===== src/rtl/divider_counter_if.sv =====
// rtl/divider_counter_if.sv - reload/control inputs and count/pulse outputs of the divider counter
//
// Signals:
//   D        reload value (8 bits), sampled only at load or terminal-count reload
//   DN       direction select: 1 = count up, 0 = count down
//   preset_n parallel load, synchronous, active-low
//   Q        live count value (8 bits)
//   out      divided output, one-cycle pulse per period
//
// Modports:
//   master  drives D/DN/preset_n, observes Q/out (stimulus or upstream control)
//   slave   the counter itself
interface divider_counter_if;
    logic [7:0] D;
    logic       DN;
    logic       preset_n;
    logic [7:0] Q;
    logic       out;

    modport master (
        output D,
        output DN,
        output preset_n,
        input  Q,
        input  out
    );

    modport slave (
        input  D,
        input  DN,
        input  preset_n,
        output Q,
        output out
    );
endinterface


===== src/rtl/divider_counter.sv =====
// rtl/divider_counter.sv - programmable 8-bit reload counter dividing the oscillator clock
//
// Ports:
//   clk  in   count clock (oscillator output), rising-edge active
//   rst  in   synchronous active-high reset
//   bus  slave modport of divider_counter_if:
//          D[7:0] reload value, DN direction (1 = up), preset_n load (active-low),
//          Q[7:0] current count, out one-cycle pulse per divided period
//
// Up mode divides by 256-D, down mode by D+1. The terminal value (0xFF up,
// 0x00 down) never wraps; it reloads from D and pulses out for one cycle.
module divider_counter (
    input  logic               clk,
    input  logic               rst,
    divider_counter_if.slave   bus
);

    logic [7:0] count;
    logic       pulse;

    // Terminal detection depends on direction so the count can turn around
    // mid-period without a reload: the new direction only changes which end
    // of the range triggers the next reload.
    logic at_terminal;
    assign at_terminal = bus.DN ? (count == 8'hFF) : (count == 8'h00);

    always_ff @(posedge clk) begin
        if (rst) begin
            count <= 8'h00;
            pulse <= 1'b0;
        end else if (!bus.preset_n) begin
            // Held load restarts the period and suppresses any pending pulse.
            count <= bus.D;
            pulse <= 1'b0;
        end else if (at_terminal) begin
            count <= bus.D;
            pulse <= 1'b1;
        end else begin
            count <= bus.DN ? (count + 8'd1) : (count - 8'd1);
            pulse <= 1'b0;
        end
    end

    // Both outputs come straight from flops; no input reaches them combinationally.
    assign bus.Q   = count;
    assign bus.out = pulse;

endmodule


===== src/flat_wrapper.sv =====
// flat-port wrapper written by rule: the top's interface ports become plain ports
module divider_counter_flat 
  (clk, rst, bus_D, bus_DN, bus_preset_n, bus_Q, bus_out);
  divider_counter_if bus_i ();
  input  logic clk;
  input  logic rst;
  input wire logic [$bits(bus_i.D)-1:0] bus_D;
  input wire logic [$bits(bus_i.DN)-1:0] bus_DN;
  input wire logic [$bits(bus_i.preset_n)-1:0] bus_preset_n;
  output wire logic [$bits(bus_i.Q)-1:0] bus_Q;
  output wire logic [$bits(bus_i.out)-1:0] bus_out;
  assign bus_i.D = bus_D;
  assign bus_i.DN = bus_DN;
  assign bus_i.preset_n = bus_preset_n;
  assign bus_Q = bus_i.Q;
  assign bus_out = bus_i.out;
  divider_counter u_core (.clk(clk), .rst(rst), .bus(bus_i));
endmodule

===== config.mk =====
export PLATFORM = sky130hd
export DESIGN_NAME = divider_counter_flat
export DESIGN_NICKNAME = d
export VERILOG_FILES = /design/src/rtl/divider_counter_if.sv /design/src/rtl/divider_counter.sv /design/src/flat_wrapper.sv
export SDC_FILE = /design/constraint.sdc
export NUM_CORES = 1
export LEC_CHECK = 0
export BUFFER_PORTS_ARGS = -buffer_cell sky130_fd_sc_hd__buf_4
export CAP_MARGIN = 20
export CORE_MARGIN = 5
export CORE_UTILIZATION = 44
export DETAILED_ROUTE_END_ITERATION = 7
export PLACE_DENSITY_LB_ADDON = 0.08
export SKIP_LAST_GASP = 1
export SLEW_MARGIN = 20
export SYNTH_ARGS = -nofsm -noshare
export SYNTH_HDL_FRONTEND = slang
export SYNTH_SLANG_ARGS = --single-unit

===== constraint.sdc =====
create_clock -name clk -period 6.27 [get_ports clk]
set_clock_uncertainty 0.15 [all_clocks]
set_input_delay 1.254 -clock clk [delete_from_list [all_inputs] [get_ports clk]]
set_output_delay 1.254 -clock clk [all_outputs]
set_load 0.03 [all_outputs]

==> results.json <==
{
  "grt_pass1_wl_um": 2860,
  "synth_top_area_share_pct": 25.8,
  "grt_start_max_net_pins": 11,
  "cts.path.max_buffers": 2,
  "cts_tree": "yes",
  "cts_resized": 0,
  "grt_pass1_vias": 651,
  "worst_hold_slack_ns": 0.493,
  "io_pins": 21,
  "tightest_slew_ns": 0.306,
  "finalSetupTns_ns": 0,
  "die_w_um": 49.9,
  "drive_gt1_share_pct": 25.7,
  "dieArea_um2": 2490,
  "post-cts-setup-buffers": 0,
  "clkLatencyLatePin_ns": 0.26,
  "drtIter0Drc": 13,
  "critPathKind": "in2reg",
  "synthSimpleGateAreaFrac_pct": 24.2,
  "clock-root-buffer": "clkbuf_4",
  "fin_nets": 125,
  "drv_slew": 0,
  "setup_viol": 0,
  "antenna_cells": 0,
  "rows": 14,
  "rsz0062_at_grt": "no",
  "min_period_over_period_pct": 46.4,
  "drcViolationCount": 0,
  "max_freq_mhz": 344,
  "port_buffers": 20,
  "ir_drop_uv": 132,
  "cp-end-kind": "flip-flop",
  "grt_overflow_total": 0,
  "synth_xor_area_share_pct": 5.01,
  "leakagePower_nw": 0.410,
  "synth_area_um2": 699,
  "synthFlopType": "dfxtp_1",
  "hold_viol_final": 0,
  "synthAdderAreaFrac_pct": 13.6,
  "synthArstFlopShare_pct": 0,
  "multi_input_area_um2": 493,
  "nFillCells": 142,
  "finalWeightedCongestion": 0.850,
  "grt_util_met1_pct": 18.0,
  "vias": 687,
  "ant_nets": 0,
  "powerDensity_nw_per_um2": 252,
  "hpwlAfterDp_um": 1360,
  "start_kind": "input pin",
  "ys_seq_area_share_pct": 25.8,
  "status": "finished, final reports clean",
  "worstPathRequired_ns": 6.32,
  "ys_warn_count": 0,
  "clk_pin_slew_ns": 0.07,
  "syn_to_final_growth_pct": 25.4,
  "max_slew_margin_pct": 79.4,
  "grt_use_met2_pct": 23.3,
  "synth_edf_count": 0,
  "grtUsageTotal_pct": 15.0,
  "final_util_pct": 58.2,
  "place_area_um2": 851,
  "ctsHoldBuffers": 0,
  "drt_first_pass_iters": 2,
  "synth-compound-area-share_pct": 22.0,
  "synth_top_family_by_area": "simple AND/OR/NAND/NOR gates",
  "numCtsBuffers": 3,
  "power.total_mw": 0.221,
  "synth_top_area_cell": "dfxtp_1",
  "synth_area_leaders": "dfxtp_1 (26%), ha_1 (11%), mux2i_1 (5.7%)",
  "antenna_found_initial": 0,
  "critical_path_arrival_ns": 2.96,
  "area.sequential_um2": 180,
  "min_period_ns": 2.91,
  "syn_inst": 83,
  "avgSynthCellArea_um2": 8.43,
  "grt.met3_usage_pct": 4.82,
  "wl_per_cell_um": 13.8,
  "initial_utilization_pct": 46.4,
  "syn_nets": 102,
  "hp-class": "reg2reg",
  "routed_via_density": 5.68,
  "synth_cell_type_count": 34,
  "synth.area.mux_share_pct": 5.72,
  "path_max_fanout": 7,
  "ys_ff_latch": 9,
  "core_area_um2": 1510,
  "cts_max_level": 1,
  "fin_area_um2": 877,
  "finalWirelength_um": 1680,
  "die_h_um": 49.9,
  "synth_common_cells": "dfxtp_1 (9), nor2_1 (9), nand2_1 (8), a21oi_1 (6), ha_1 (6)",
  "busiest_layer": "met2",
  "clock_sinks": 9,
  "maxCapViolCount": 0
}
[logic make-up after synthesis]
group | count (synthesis)
adder cells (fa/ha/maj) | 7
buffers and inverters | 4
flip-flops | 9
AO/OA/AOI/OAI | 22
AND/OR/NAND/NOR | 33
multiplexers | 4
XOR/XNOR | 4
[layout by cell type (no fill, tap or decap)]
cell      count
nor2_1        9
xor2_1        2
nand3_1       3
a31oi_1       1
nand2_1       8
a21o_2        1
a41o_1        1
nand3b_1      1
ha_1          6
o21ai_0       2
nand4_1       1
and3_1        2
o41ai_1       1
a21o_1        1
clkbuf_1      1
a221oi_2      1
mux2i_1       4
o31ai_1       1
or3_4         1
o21ai_1       1
clkbuf_4      3
or4_1         1
a211oi_1      3
fa_1          1
inv_1         2
o211ai_1      2
xnor2_1       2
dfxtp_1       9
a21oi_1       6
buf_4        20
nor4_1        1
nor3_1        2
nand2b_1      3
nand3_2       1
o21bai_1      1
[area by class of cell]
| cell class | count | share of cell area (%) |
|---|---|---|
| clock buffer | 4 | 3.00 |
| multi-input combinational | 70 | 56.2 |
| timing repair buffer | 20 | 17.1 |
| sequential | 9 | 20.5 |
| tap | 16 | 2.28 |
| inverter | 2 | 0.856 |
[metal layers]
| metal | vias up | part of all wire (%) |
|---|---|---|
| met5 | - | 0 |
| met4 | 0 | 1.5 |
| met3 | 4 | 5.6 |
| met2 | 19 | 47 |
| met1 | 310 | 46 |
| li1 | 354 | - |
[through the flow]
step | worst slack [ns] | instances
2_1_floorplan | 3.37 | 83
3_5_place_dp | 3.09 | 117
4_1_cts | 3.36 | 121
5_1_grt | 3.22 | 121
6_report | 3.36 | 121
3_3_place_gp | 3.16 | 117
[path summary, 6_finish.rpt]
check	endpoint	cells after the start	start	slack [ns]
max	u_core.bus.Q[5]$_SDFF_PP0_	8	bus_DN	3.36
min	u_core.bus.out$_SDFF_PP0_	3	u_core.bus.Q[3]$_SDFF_PP0_	0.49
max reg2reg	u_core.bus.Q[5]$_SDFF_PP0_	6	u_core.bus.Q[1]$_SDFF_PP0_	4.27
min reg2reg	u_core.bus.out$_SDFF_PP0_	3	u_core.bus.Q[3]$_SDFF_PP0_	0.49
[sequential cells by signal, indices dropped and copies added (netlist names)]
| register | flops |
|---|---|
| u_core.bus.Q | 8 |
| u_core.bus.out | 1 |
[worst max-delay path, stage by stage]
cell	delay, ns
buf_4	0.12
inv_1	0.19
ha_1	0.29
a211oi_1	0.24
nor2_1	0.13
or4_1	0.40
a41o_1	0.19
a21oi_1	0.13
[power breakdown]
part	total (mW)	internal (mW)	switching, mW
registers	0.0738	0.0643	0.00953
clock network	0.0465	0.0246	0.0219
logic	0.100	0.0448	0.0556
Note: power is estimated with default switching activity, not from simulation.
